**config.mk**
```make
export PLATFORM = sky130hd
export DESIGN_NAME = if_fetch_queue
export DESIGN_NICKNAME = d
export VERILOG_FILES = /design/src/rtl/if_fetch_queue.sv
export SDC_FILE = /design/constraint.sdc
export NUM_CORES = 1
export LEC_CHECK = 0
export BUFFER_PORTS_ARGS = -buffer_cell sky130_fd_sc_hd__buf_2
export CORE_MARGIN = 2
export CORE_UTILIZATION = 30
export CTS_CLUSTER_SIZE = 24
export DETAILED_ROUTE_END_ITERATION = 8
export PLACE_DENSITY = 0.48
export SLEW_MARGIN = 20
export SYNTH_ARGS = -nofsm -noshare
export SYNTH_HDL_FRONTEND = slang
export SYNTH_SLANG_ARGS = --single-unit
```
**constraint.sdc**
```tcl
create_clock -name clk -period 8.3 [get_ports clk]
set_input_delay 0.83 -clock clk [delete_from_list [all_inputs] [get_ports clk]]
set_output_delay 0.83 -clock clk [all_outputs]
set_load 0.005 [all_outputs]
```
**src/rtl/if_fetch_queue.sv**
```systemverilog
// Instruction-fetch front end: PC generation, SRAM request issue with bounded in-flight
// fetches, in-order response matching, and an instruction queue feeding the ID stage.
module if_fetch_queue #(
   parameter logic [31:0] RESET_PC        = 32'h1c000000,
   parameter int          MAX_OUTSTANDING = 2,
   parameter int          IBUF_DEPTH      = 4
) (
   input  logic        clk,
   input  logic        reset,
   input  logic        id_allowin,
   output logic        if_id_valid,
   output logic [69:0] if_id_bus,
   input  logic        br_taken,
   input  logic        br_stall,
   input  logic [31:0] br_target,
   input  logic        wb_exc,
   input  logic [31:0] exc_entaddr,
   input  logic        ertn_flush,
   input  logic [31:0] exc_retaddr,
   output logic        inst_sram_req,
   output logic        inst_sram_wr,
   output logic [1:0]  inst_sram_size,
   output logic [3:0]  inst_sram_wstrb,
   output logic [31:0] inst_sram_addr,
   output logic [31:0] inst_sram_wdata,
   input  logic        inst_sram_addr_ok,
   input  logic        inst_sram_data_ok,
   input  logic [31:0] inst_sram_rdata
);

   localparam int OW = $clog2(MAX_OUTSTANDING + 1);
   localparam int PW = (MAX_OUTSTANDING > 1) ? $clog2(MAX_OUTSTANDING) : 1;
   localparam int QW = $clog2(IBUF_DEPTH);
   localparam int CW = $clog2(IBUF_DEPTH + 1);
   localparam int SW = ((CW > OW) ? CW : OW) + 1;
   localparam logic [5:0] EXC_ADEF = 6'b000001;

   logic [31:0] fetch_pc;
   logic        halted;
   logic        started;
   logic [OW-1:0] outstanding;
   logic [OW-1:0] outstanding_next;
   logic [OW-1:0] cancel;
   logic [31:0] pc_fifo [MAX_OUTSTANDING];
   logic [PW-1:0] pf_wr;
   logic [PW-1:0] pf_rd;
   logic [69:0] queue [IBUF_DEPTH];
   logic [QW-1:0] q_wr;
   logic [QW-1:0] q_rd;
   logic [CW-1:0] q_count;

   logic        redirect_now;
   logic [31:0] redirect_target;
   logic        aligned;
   logic        space_ok;
   logic        req_fire;
   logic        resp_pop;
   logic        resp_keep;
   logic        adef_push;
   logic        q_push;
   logic        q_pop;
   logic [69:0] push_entry;

   assign inst_sram_wr    = 1'b0;
   assign inst_sram_size  = 2'h2;
   assign inst_sram_wstrb = 4'h0;
   assign inst_sram_wdata = 32'h0;
   assign inst_sram_addr  = fetch_pc;

   // Redirect selection, issue gating and queue push/pop decisions
   always_comb begin
      redirect_now = wb_exc | ertn_flush | (br_taken & ~br_stall);
      if (wb_exc) begin
         redirect_target = exc_entaddr;
      end else if (ertn_flush) begin
         redirect_target = exc_retaddr;
      end else begin
         redirect_target = br_target;
      end
      aligned  = (fetch_pc[1:0] == 2'b00);
      // Reserve queue space for every in-flight fetch so responses can always be stored
      space_ok = (SW'(q_count) + SW'(outstanding)) < SW'(IBUF_DEPTH);
      inst_sram_req = started & ~halted & ~br_stall & ~redirect_now &
                      (outstanding < OW'(MAX_OUTSTANDING)) & space_ok & aligned;
      req_fire  = inst_sram_req & inst_sram_addr_ok;
      resp_pop  = inst_sram_data_ok & (outstanding != {OW{1'b0}});
      resp_keep = resp_pop & (cancel == {OW{1'b0}});
      adef_push = started & ~halted & ~redirect_now & ~aligned &
                  (outstanding == {OW{1'b0}}) & (cancel == {OW{1'b0}}) & space_ok;
      q_push = ~redirect_now & (resp_keep | adef_push);
      if (adef_push) begin
         push_entry = {EXC_ADEF, fetch_pc, 32'h0};
      end else begin
         push_entry = {6'h0, pc_fifo[pf_rd], inst_sram_rdata};
      end
      if_id_valid = (q_count != {CW{1'b0}}) & ~redirect_now;
      q_pop       = if_id_valid & id_allowin;
      if_id_bus   = queue[q_rd];
   end

   // In-flight count after this cycle's accept and response
   always_comb begin
      if (req_fire && !resp_pop) begin
         outstanding_next = outstanding + OW'(1);
      end else if (!req_fire && resp_pop) begin
         outstanding_next = outstanding - OW'(1);
      end else begin
         outstanding_next = outstanding;
      end
   end

   // Fetch PC, halt flag and start-up delay
   always_ff @(posedge clk or posedge reset) begin
      if (reset) begin
         fetch_pc <= RESET_PC;
         halted   <= 1'b0;
         started  <= 1'b0;
      end else begin
         started <= 1'b1;
         if (redirect_now) begin
            fetch_pc <= redirect_target;
            halted   <= 1'b0;
         end else begin
            if (req_fire) begin
               fetch_pc <= fetch_pc + 32'd4;
            end
            if (adef_push) begin
               halted <= 1'b1;
            end
         end
      end
   end

   // Outstanding and cancel counters; a redirect marks every still-pending fetch stale
   always_ff @(posedge clk or posedge reset) begin
      if (reset) begin
         outstanding <= {OW{1'b0}};
         cancel      <= {OW{1'b0}};
      end else begin
         outstanding <= outstanding_next;
         if (redirect_now) begin
            cancel <= outstanding_next;
         end else if (resp_pop && (cancel != {OW{1'b0}})) begin
            cancel <= cancel - OW'(1);
         end
      end
   end

   // PC FIFO pointers, advanced on accept and on every response (kept or dropped)
   always_ff @(posedge clk or posedge reset) begin
      if (reset) begin
         pf_wr <= {PW{1'b0}};
         pf_rd <= {PW{1'b0}};
      end else begin
         if (req_fire) begin
            pf_wr <= (pf_wr == PW'(MAX_OUTSTANDING - 1)) ? {PW{1'b0}} : pf_wr + PW'(1);
         end
         if (resp_pop) begin
            pf_rd <= (pf_rd == PW'(MAX_OUTSTANDING - 1)) ? {PW{1'b0}} : pf_rd + PW'(1);
         end
      end
   end

   // PC FIFO storage
   always_ff @(posedge clk) begin
      if (req_fire) begin
         pc_fifo[pf_wr] <= fetch_pc;
      end
   end

   // Instruction queue pointers and occupancy
   always_ff @(posedge clk or posedge reset) begin
      if (reset) begin
         q_wr    <= {QW{1'b0}};
         q_rd    <= {QW{1'b0}};
         q_count <= {CW{1'b0}};
      end else if (redirect_now) begin
         q_wr    <= {QW{1'b0}};
         q_rd    <= {QW{1'b0}};
         q_count <= {CW{1'b0}};
      end else begin
         if (q_push) begin
            q_wr <= q_wr + QW'(1);
         end
         if (q_pop) begin
            q_rd <= q_rd + QW'(1);
         end
         q_count <= q_count + CW'(q_push) - CW'(q_pop);
      end
   end

   // Instruction queue storage
   always_ff @(posedge clk) begin
      if (q_push) begin
         queue[q_wr] <= push_entry;
      end
   end

endmodule

```
; ---- Yosys cells after proc, flatten, opt, wreduce, memory -nomap -nowiden
; Memory sizes are Yosys's and may differ from the RTL's.
; Cells that the tools add are included.
[totals]
register_bits = 47
ram_bits = 324
in_bits = 137
out_inout_bits = 143
elab_cells = 88
mem_count = 2
[op_classes]
addsub = 11
n_lt_le_gt_ge = 2
mux = 22
n_bitwise = 25
n_reduce_logical = 16
[memory_table]
columns = memory, depth, word_bits, read_ports, rd_clocked_by_memory_dff, wr, line
row1 = queue, 4, 65, 1, 0, 1, 47  ; logic [69:0] queue [IBUF_DEPTH];
row2 = pc_fifo, 2, 32, 1, 0, 1, 44  ; logic [31:0] pc_fifo [MAX_OUTSTANDING];
[op_table]
columns = operator, n
row1 = $mux W32, 4
row2 = $mux W65, 1
row3 = $add A32 B3 Y32 const B, 1
row4 = $and A1 B1 Y1, 18
row5 = $mux W2, 8
row6 = $reduce_bool A2 Y1, 7
row7 = $mux W1, 8
row8 = $add A2 B1 Y2 const B, 3
row9 = $logic_not A2 Y1, 3
row10 = $add A3 B2 Y4, 1
row11 = $lt A4 B3 Y1 const B, 1
row12 = $not A1 Y1, 4
row13 = $sub A2 B1 Y2 const B, 2
row14 = $add A3 B1 Y3, 1
row15 = $logic_and A1 B1 Y1, 3
row16 = $mux W3, 1
row17 = $or A1 B1 Y1, 3
row18 = $reduce_bool A3 Y1, 1
row19 = $sub A3 B1 Y3, 1
row20 = $add A1 B1 Y1 const B, 2
row21 = $logic_not A1 Y1, 2
row22 = $lt A2 B2 Y1 const B, 1

; ---- Depth between registers and ports, before layout
; Gate-level depths: netlist of run 1.
[depth]
ltp_word = 14
mapped_depth = 15
mapped_depth_nobuf = 14

; ---- Worst setup path after synthesis of run 1
; Ideal clock, no wire load.
[synth_timing]
path_type = input to register
from = input ertn_flush
to = memory pc_fifo[0][0] (enable)
setup_ps = 421
t_arrival_ps = 3403
required_time_ps = 7879
slack_ps = 4476
cell_stages = 7
path_buffers = 3
path_cell_list = buf_6 > or3_4 > nand2b_4 > buf_6 > or2_2 > clkbuf_1 > nor2_1
[synth_between]
elab_chain_len = 10
[synth_lines]
columns = element, line
row1 = start: declaration, 18  ; input logic ertn_flush,
row2 = $or A1 B1 Y1 (2 in series), 72  ; redirect_now = wb_exc | ertn_flush | (br_taken & ~br_stall);
row3 = $not A1 Y1, 83  ; inst_sram_req = started & ~halted & ~br_stall & ~redirect_now &
row4 = $and A1 B1 Y1 (2 in series), 83
row5 = $and A1 B1 Y1 (2 in series), 84  ; (outstanding < OW'(MAX_OUTSTANDING)) & space_ok & aligned;
row6 = $and A1 B1 Y1, 85  ; req_fire = inst_sram_req & inst_sram_addr_ok;
row7 = $mux W1, 166  ; if (req_fire) begin
row8 = $mux W1 (implied by the code), 167  ; pc_fifo[pf_wr] <= fetch_pc;
row9 = end: declaration, 44
; No other way between the ends.

; ---- Worst setup path in the final report of run 1
[layout_timing]
from = input ertn_flush
to = memory queue[1][23] (netlist bit) (enable)
[layout_between]
elab_chain_len = 12
[layout_lines]
columns = element, line
row1 = $or A1 B1 Y1 (*) (2 in series), 72
row2 = $not A1 Y1 (*), "88, 90"
row3 = $and A1 B1 Y1 (3 in series), 88  ; adef_push = started & ~halted & ~redirect_now & ~aligned &
row4 = $and A1 B1 Y1 (2 in series), 89  ; (outstanding == {OW{1'b0}}) & (cancel == {OW{1'b0}}) & space_ok;
row5 = $or A1 B1 Y1, 90  ; q_push = ~redirect_now & (resp_keep | adef_push);
row6 = $and A1 B1 Y1 (*), 90
row7 = $mux W1 (*), 194  ; if (q_push) begin
row8 = $mux W1 (implied by the code) (*), 195  ; queue[q_wr] <= push_entry;
row9 = end: declaration, 47
; Mark *: on every way between the ends. The rest lies on a longest branch, timed or not.

==> PnR_summary.wiki, run 1 <==
{| class="wikitable"
! Metric !! Value
|-
| Final HPWL DP || 25,900 µm
|-
| Transition time at the pin with the least slew margin || 1.11 ns
|-
| Hold buffer count at CTS || 0
|-
| Die X || 235 µm
|-
| Via density per instance || 4.69
|-
| Total Die Area || 0.0551 mm²
|-
| CTS tree || done
|-
| Arrival time of data at the critical path endpoint || 3.80 ns
|-
| EDFF count, synth || between 300 and 400
|-
| Synthesis warning total || 0
|-
| Final net count || 1,365
|-
| Count of unresolved DRC violations after routing || 0
|-
| Met3 Track Usage GR || 2.81%
|-
| Number of port buffers || 235
|-
| Highest net fanout along the worst path || 44
|-
| Period utilization || 43.8%
|-
| Synth Flop Type || edfxtp_1
|-
| Unique masters post-synth || 63
|-
| Via count of the first global-routing pass || 9,358
|-
| Slowest cell on crit path || and2_2
|-
| Remaining antenna violation count after routing || 0
|-
| Total global-route track usage || ~14%
|-
| Area growth syn-to-layout || 20.1%
|-
| Critical Path Most Common Cell || buf_4
|-
| Origin of the critical flop-to-flop path || outstanding[1]
|-
| Placed standard-cell area || 0.0177 mm²
|-
| Overall Power || 4.51 mW
|-
| GR met1 Demand/Resource || 19.0%
|-
| PD cells || about 240 mW/mm²
|-
| Most common library cell in the layout ignoring fill and taps || edfxtp_1
|-
| Maximum number of pins on one net before global-route repair || 85
|-
| Number of gates resized after cts || 0
|-
| Share of final-layout standard cells stronger than drive strength 1 || 32.7%
|-
| CTS clock-pin slew for the worst setup and hold paths || 0.06 ns
|-
| Clock root buffer master || clkbuf_16
|-
| Final Critical Period || between 3 and 4 ns
|-
| Initial Utilization || 30.3%
|-
| Area of the mapped netlist || 0.0160 mm²
|-
| Detailed-routing iteration count for the pre-antenna-repair pass || 5
|-
| Highest ir drop seen on vdd || 123 µV
|-
| Cells traversed along the worst timing path || buf_2 > nor2_1 > and2_2 > buf_4 > and3_4 > buf_4
|-
| Highest cell delay on the worst timing path || ~0.68 ns
|-
| Worst Slack Setup Final || 4.66 ns
|-
| Synth Register Bits || 371
|-
| Total placed cells including tap cells || 1,860
|-
| Kind of path behind the tightest hold check || in -> async
|-
| Final number of setup-violating endpoints || 0
|-
| Setup Total Neg Slack || 0 ns
|-
| Depth of the most critical reg-to-reg path || 6
|-
| Area of all placed cells without fillers || 0.0192 mm²
|-
| Grt total ovfl || 0
|-
| Vertical extent of the die || 235 µm
|-
| Proportion of synthesized chip area in sequential cells || 68.3%
|-
| Setup Skew || 0.0191 ns
|-
| Max Cap Violations || 0
|-
| Slew Limit Headroom || a little over a quarter
|-
| Hold violation total from the final report || 0
|-
| Final Non-Filler Cells || 1,937
|-
| Setup bufs post-CTS || 0
|-
| Post-placement worst setup slack || 4.01 ns
|-
| First-pass GRT wire length || 59,800 µm
|-
| Most Crowded Layer GR || met2
|-
| Most used cells in the layout excluding fill and tap cells || edfxtp_1 (324), buf_2 (235), nand2_1 (70)
|-
| Proportion of synthesized flip-flops having asynchronous set or reset || 12.7%
|-
| Placer congestion estimate || ~0.81
|-
| Type of the setup path with the least slack || in -> reg
|-
| Slack of the worst reg-to-reg path || 4.68 ns
|-
| Placement row count || 84
|-
| Boundary pin count || 280
|-
| Number of buffers inserted during clock tree synthesis || 41
|-
| Leak Pwr || slightly below 7 nW
|-
| Area of the core || roughly 0.053 mm²
|-
| Synthesized instance count || 983
|-
| RSZ-0062 raised after global routing || false
|-
| Max Buffers Root-to-Sink || 3
|-
| Final antenna diode count || 0
|-
| Met2 track utilization from global routing || 24.0%
|-
| Crit start category || primary input
|-
| Via count || approximately 9.1k
|-
| Number of pins with negative max-slew slack in the final report || 0
|-
| CTS sink count || 371
|-
| Per-instance average area after synthesis || roughly 16 µm²
|-
| Capturing element type of the critical path || register
|-
| Detailed Route WL || 40,100 µm
|-
| Worst-Skew Late Latency || ~0.55 ns
|-
| Required time of the critical path || 8.47 ns
|-
| Drt initial violations || 543
|-
| Status || completed
|-
| Max frequency || 0.275 GHz
|-
| Endpoint of the worst-slack reg-to-reg timing path || queue[1][23]
|-
| Routed length per placed instance || between 20 and 25 µm
|-
| CTS HTree Levels || 2
|-
| Initial antenna violation count || 2
|}
-- state kept, by name, summed over array words and instances (netlist names), 2 cells and up --
signal          flops
inst_sram_addr     32
outstanding         2
q_wr                2
cancel              2
queue             260
pc_fifo            64
q_rd                2
q_count             3
-- final cells by class --
class                      count  area (µm²)
multi-input combinational    542        4640
sequential                   371       10900
fill                        5012       33500
timing repair buffer         247        1310
tap                          688         861
clock inverter                25         318
clock buffer                  50        1080
inverter                      14        52.6
-- metrics by stage --
step | hold slack [ns] | util [%]
2_1_floorplan | 0.460 | -
3_3_place_gp | 0.533 | 33.7
3_5_place_dp | 0.535 | 33.7
4_1_cts | 0.470 | 36.3
5_1_grt | 0.503 | 36.4
6_report | 0.459 | 36.4
-- Yosys cell counts, types with 21 or more instances --
master      n  area, µm²
dfrtp_1    44       1100
mux4_2     65       1460
a21oi_1    21        105
clkbuf_1   37        139
nor2_1     32        120
nand2_1    70        263
xnor2_1    22        193
edfxtp_1  324       9730
o21ai_0    37        185
nor2b_1    35        219
mux2i_1    65        651
buf_4      44        330
-- how the worst max path moves through the flow --
| stage | from | cells after the start | slack (ns) | end |
|---|---|---|---|---|
| CTS | q_rd[0] | 3 | 4.32 | if_id_bus[37] |
| finish | ertn_flush | 6 | 4.66 | queue[1][23] |
| global placement | ertn_flush | 6 | 4.07 | queue[1][10] |
| global route | ertn_flush | 13 | 4.37 | q_count[2] |
| detailed placement | ertn_flush | 6 | 4.01 | queue[1][10] |
| floorplan | ertn_flush | 7 | 4.48 | pc_fifo[0][0] |
-- critical path: cells and delay by family --
family,cells,cell delay (ns)
buffers and inverters,3,1.41
AND/OR/NAND/NOR,3,1.50
-- routing by layer --
| metal | share of wire, % | vias up | routed length [µm] |
|---|---|---|---|
| li1 | - | 4198 | - |
| met1 | 44 | 4522 | 17500 |
| met2 | 49 | 322 | 19600 |
| met3 | 5.9 | 49 | 2360 |
| met4 | 1.6 | 0 | 630 |
| met5 | 0 | - | 0 |
-- power breakdown --
part | switching (mW) | internal, mW | total (mW)
Clock | 0.727 | 1.15 | 1.88
Combinational | 0.207 | 0.179 | 0.386
Sequential | 0.114 | 2.13 | 2.25
Total | 1.05 | 3.46 | 4.51
-- cell families (layout without fill, tap and decap cells) --
logic type / count (synthesis) / in the layout / share of synthesized area (%)
DFF: 371 / 371 / 68.3
adders and majority gates: 11 / 11 / 0.909
other: 2 / 45 / 0.0470
buffers and inverters: 113 / 336 / 3.89
and+or+nand+nor: 216 / 216 / 7.62
muxes: 132 / 132 / 13.4
AOI/OAI and AO/OA: 114 / 114 / 4.55
xor gates and xnor gates: 24 / 24 / 1.32
Note: power is estimated with default switching activity, not from simulation.
==> inputs of run 2 (changes only) <==
--- a/config.mk
+++ b/config.mk
@@ -10,7 +10,7 @@
 export CORE_UTILIZATION = 30
 export CTS_CLUSTER_SIZE = 24
 export DETAILED_ROUTE_END_ITERATION = 8
-export PLACE_DENSITY = 0.48
+export PLACE_DENSITY = 0.5
 export SLEW_MARGIN = 20
 export SYNTH_ARGS = -nofsm -noshare
 export SYNTH_HDL_FRONTEND = slang
==> constraint.sdc (replaced) <==
create_clock -name clk -period 3 [get_ports clk]
set_input_delay 0.3 -clock clk [delete_from_list [all_inputs] [get_ports clk]]
set_output_delay 0.3 -clock clk [all_outputs]
set_load 0.005 [all_outputs]
==> run 2 against run 1 <==
Non-clock buffer count increased by 32. Critical path depth increased by 7. Register-to-register slack got worse by 4.5 ns. Core utilization increased by 0.83 points. Sequential share of layout area decreased by 1.3 points. Critical endpoint is now q_count[2]. Global-route usage increased by 0.41 points. Flip-flop and latch count unchanged. Worst hold slack got worse by 0.44 ns. Cell area increased by 2.3%. Worst setup slack got worse by 4.5 ns. Cell count increased by 1.8%.
==> PnR_summary.wiki, run 2 (synthesis results as in run 1) <==
{| class="wikitable"
! Metric !! Value
|-
| Status || completed
|-
| Max frequency || around 0.36 GHz
|-
| Net Switching || 2.98 mW (+180%)
|-
| Final antenna diode count || 0 (unchanged)
|-
| Drt initial violations || 672 (+24%)
|-
| Worst-Skew Late Latency || 0.57 ns (+0.02 ns)
|-
| First-pass GRT wire length || 61,000 µm (+2.1%)
|-
| Leak Pwr || 6.93 nW (+2.8%)
|-
| Slew Limit Headroom || 47.2% (+21 points)
|-
| Design internal power || 9.53 mW (+180%)
|-
| Clock root buffer master || clkbuf_16
|-
| Number of stages on the worst hold path || 3
|-
| CTS tree || done
|-
| Max Buffers Root-to-Sink || 3 (unchanged)
|-
| Required time of the critical path || 3.44 ns (-5.03 ns)
|-
| Count of unresolved DRC violations after routing || 0 (unchanged)
|-
| Total Die Area || 0.0551 mm² (unchanged)
|-
| Final net count || 1,399 (+2.5%)
|-
| CTS clock-pin slew for the worst setup and hold paths || 0.06 ns (about the same)
|-
| Capturing element type of the critical path || register
|-
| Period utilization || approximately 93%
|-
| Gate power share || 9.6% (+1.0 points)
|-
| Flip-flop count of the largest register, all copies and words added || 260 (unchanged)
|-
| Grt total ovfl || 0 (unchanged)
|-
| Most common library cell in the layout ignoring fill and taps || edfxtp_1
|-
| Placed standard-cell area || 0.0181 mm² (+2.2%)
|-
| Capture endpoint of the worst hold path || inst_sram_addr[10]
|-
| RSZ-0062 raised after global routing || false
|-
| Hold violation total from the final report || 0 (unchanged)
|-
| Initial Utilization || 30.3% (unchanged)
|-
| Area growth syn-to-layout || 22.8%
|-
| CTS sink count || 371 (unchanged)
|-
| Kind of path behind the tightest hold check || in -> reg
|-
| Via count || 9,284 (+2.1%)
|-
| Crit start category || register
|-
| Origin of the critical flop-to-flop path || outstanding[1]
|-
| Endpoint of the worst-slack reg-to-reg timing path || q_count[2]
|-
| Initial antenna violation count || 0 (-2)
|-
| Placement row count || 84 (unchanged)
|-
| Number of port buffers || 235 (unchanged)
|-
| Number of buffers inserted during clock tree synthesis || 43 (+4.9%)
|-
| Most used cells in the layout excluding fill and tap cells || edfxtp_1 (324), buf_2 (235), nand2_1 (70)
|-
| Overall Power || 12.5 mW (+180%)
|-
| Register with the most flip-flops || queue
|-
| Met2 track utilization from global routing || 24.0% (about the same)
|-
| Final Critical Period || 2.80 ns
|-
| Highest cell delay on the worst timing path || 0.43 ns (-0.25 ns)
|-
| Area of all placed cells without fillers || 0.0196 mm² (+2.3%)
|-
| Number of pins with negative max-slew slack in the final report || 0 (unchanged)
|-
| CTS HTree Levels || 2 (unchanged)
|-
| Highest net fanout along the worst path || 5 (-89%)
|-
| Via count of the first global-routing pass || 9,606 (+2.7%)
|-
| Max Cap Violations || 0 (unchanged)
|-
| PD cells || 638 mW/mm² (+170%)
|-
| Maximum number of pins on one net before global-route repair || 61 (-28%)
|-
| Depth of the most critical reg-to-reg path || 13 (+7)
|-
| Total global-route track usage || 14.7% (+0.41 points)
|-
| Final HPWL DP || 27,700 µm (+6.9%)
|-
| Remaining antenna violation count after routing || 0 (unchanged)
|-
| Total placed cells including tap cells || 1,885 (+1.3%)
|-
| Setup Skew || 0.0334 ns (+0.0142 ns)
|-
| Switching share of total power || 23.8% (+0.57 points)
|-
| Startpoint of the tightest hold check path || exc_entaddr[10]
|-
| GR met1 Demand/Resource || 19.3% (+0.32 points)
|-
| Placer congestion estimate || 0.871 (+6.9%)
|-
| Boundary pin count || 280 (unchanged)
|-
| Final number of setup-violating endpoints || 0 (unchanged)
|-
| Vertical extent of the die || 235 µm (unchanged)
|-
| Share of final-layout standard cells stronger than drive strength 1 || 34.3% (+1.6 points)
|-
| Transition time at the pin with the least slew margin || 0.792 ns (-0.314 ns)
|-
| Part of the total power dissipated in sequential elements || 49.0% (-0.8 points)
|-
| Die X || 235 µm (unchanged)
|-
| Final Non-Filler Cells || 1,972 (+1.8%)
|-
| Slowest cell on crit path || dfrtp_1
|-
| Highest ir drop seen on vdd || 344 µV (+180%)
|-
| Met3 Track Usage GR || 2.54% (-0.27 points)
|-
| Final core utilization || 37.2% (+0.83 points)
|-
| Area of the core || 0.0527 mm² (unchanged)
|-
| Setup Total Neg Slack || 0 ns (unchanged)
|-
| Detailed Route WL || 40,800 µm (+1.8%)
|-
| Detailed-routing iteration count for the pre-antenna-repair pass || 5 (unchanged)
|-
| Via density per instance || 4.71 (+0.31%)
|-
| Critical Path Most Common Cell || ha_1
|-
| Slack of the worst reg-to-reg path || 0.20 ns (-4.48 ns)
|-
| Routed length per placed instance || 20.7 µm (about the same)
|-
| Type of the setup path with the least slack || reg -> reg
|-
| Arrival time of data at the critical path endpoint || 3.25 ns (-0.55 ns)
|-
| Cells traversed along the worst timing path || ha_1 > nor4b_2 > nand4_1 > o21ai_2 > nand2_1 > ha_1 > inv_1 > ha_1 > inv_1 > fa_1 > xor2_1 > xnor2_1 > nor2_1
|-
| Most Crowded Layer GR || met2
|-
| Clock network fraction of design power || 41.3% (-0.3 points)
|}
run 2: worst max-delay path by stage:
stage                        start       endpoint  slack [ns]
floorplan               q_count[1]  pc_fifo[0][0]        0.04
global placement        q_count[1]     q_count[2]        0.22
detailed placement  outstanding[1]     q_count[2]        0.19
CTS                 outstanding[1]     q_count[2]        0.18
global route        outstanding[1]     q_count[2]       0.009
finish              outstanding[1]     q_count[2]        0.20
run 2: cell type report:
cell class	instances	area, µm²
clock inverter	24	249
timing repair buffer	279	1730
multi-input combinational	542	4650
inverter	14	52.6
clock buffer	54	1160
tap	688	861
fill	5002	33000
sequential	371	10900
run 2: power groups by stage:
stage | clock network (mW) | registers (mW) | logic, mW
after floorplan | 0 | 6.10 | 0.831
after global placement | 0 | 6.24 | 1.19
after detailed placement | 0 | 6.24 | 1.21
after CTS | 5.33 | 6.13 | 1.23
after global routing | 5.54 | 6.16 | 1.34
final | 5.17 | 6.13 | 1.20
run 2: per-stage QoR:
stage                     hold slack (ns)  setup WS (ns)
final                              0.0241          0.197
after global routing               0.0131        0.00905
after CTS                         0.00169          0.179
after detailed placement            0.509          0.186
after global placement              0.514          0.225
after floorplan                     0.456         0.0399
run 2: timing repair:
item | in CTS | in global routing
resized for setup | 0 | 1
endpoints found under the hold margin | 39 | 0
hold buffers | 9 | 0
setup endpoints to repair | 0 | 1
setup buffers | 0 | 0
run 2: layer usage:
| layer | vias up | wire length (µm) |
|---|---|---|
| met5 | - | 0 |
| met3 | 73 | 1990 |
| li1 | 4287 | - |
| met4 | 0 | 1400 |
| met2 | 330 | 19300 |
| met1 | 4594 | 18100 |
run 2: worst max-delay path: cells and delay by family, from the launching register on:
kind / cells / cell delay, ns
fa+ha+maj: 4 / 1.01
simple gates: 4 / 0.64
flops: 1 / 0.43
xor+xnor: 2 / 0.30
compound gates: 1 / 0.21
buf+inv: 2 / 0.11
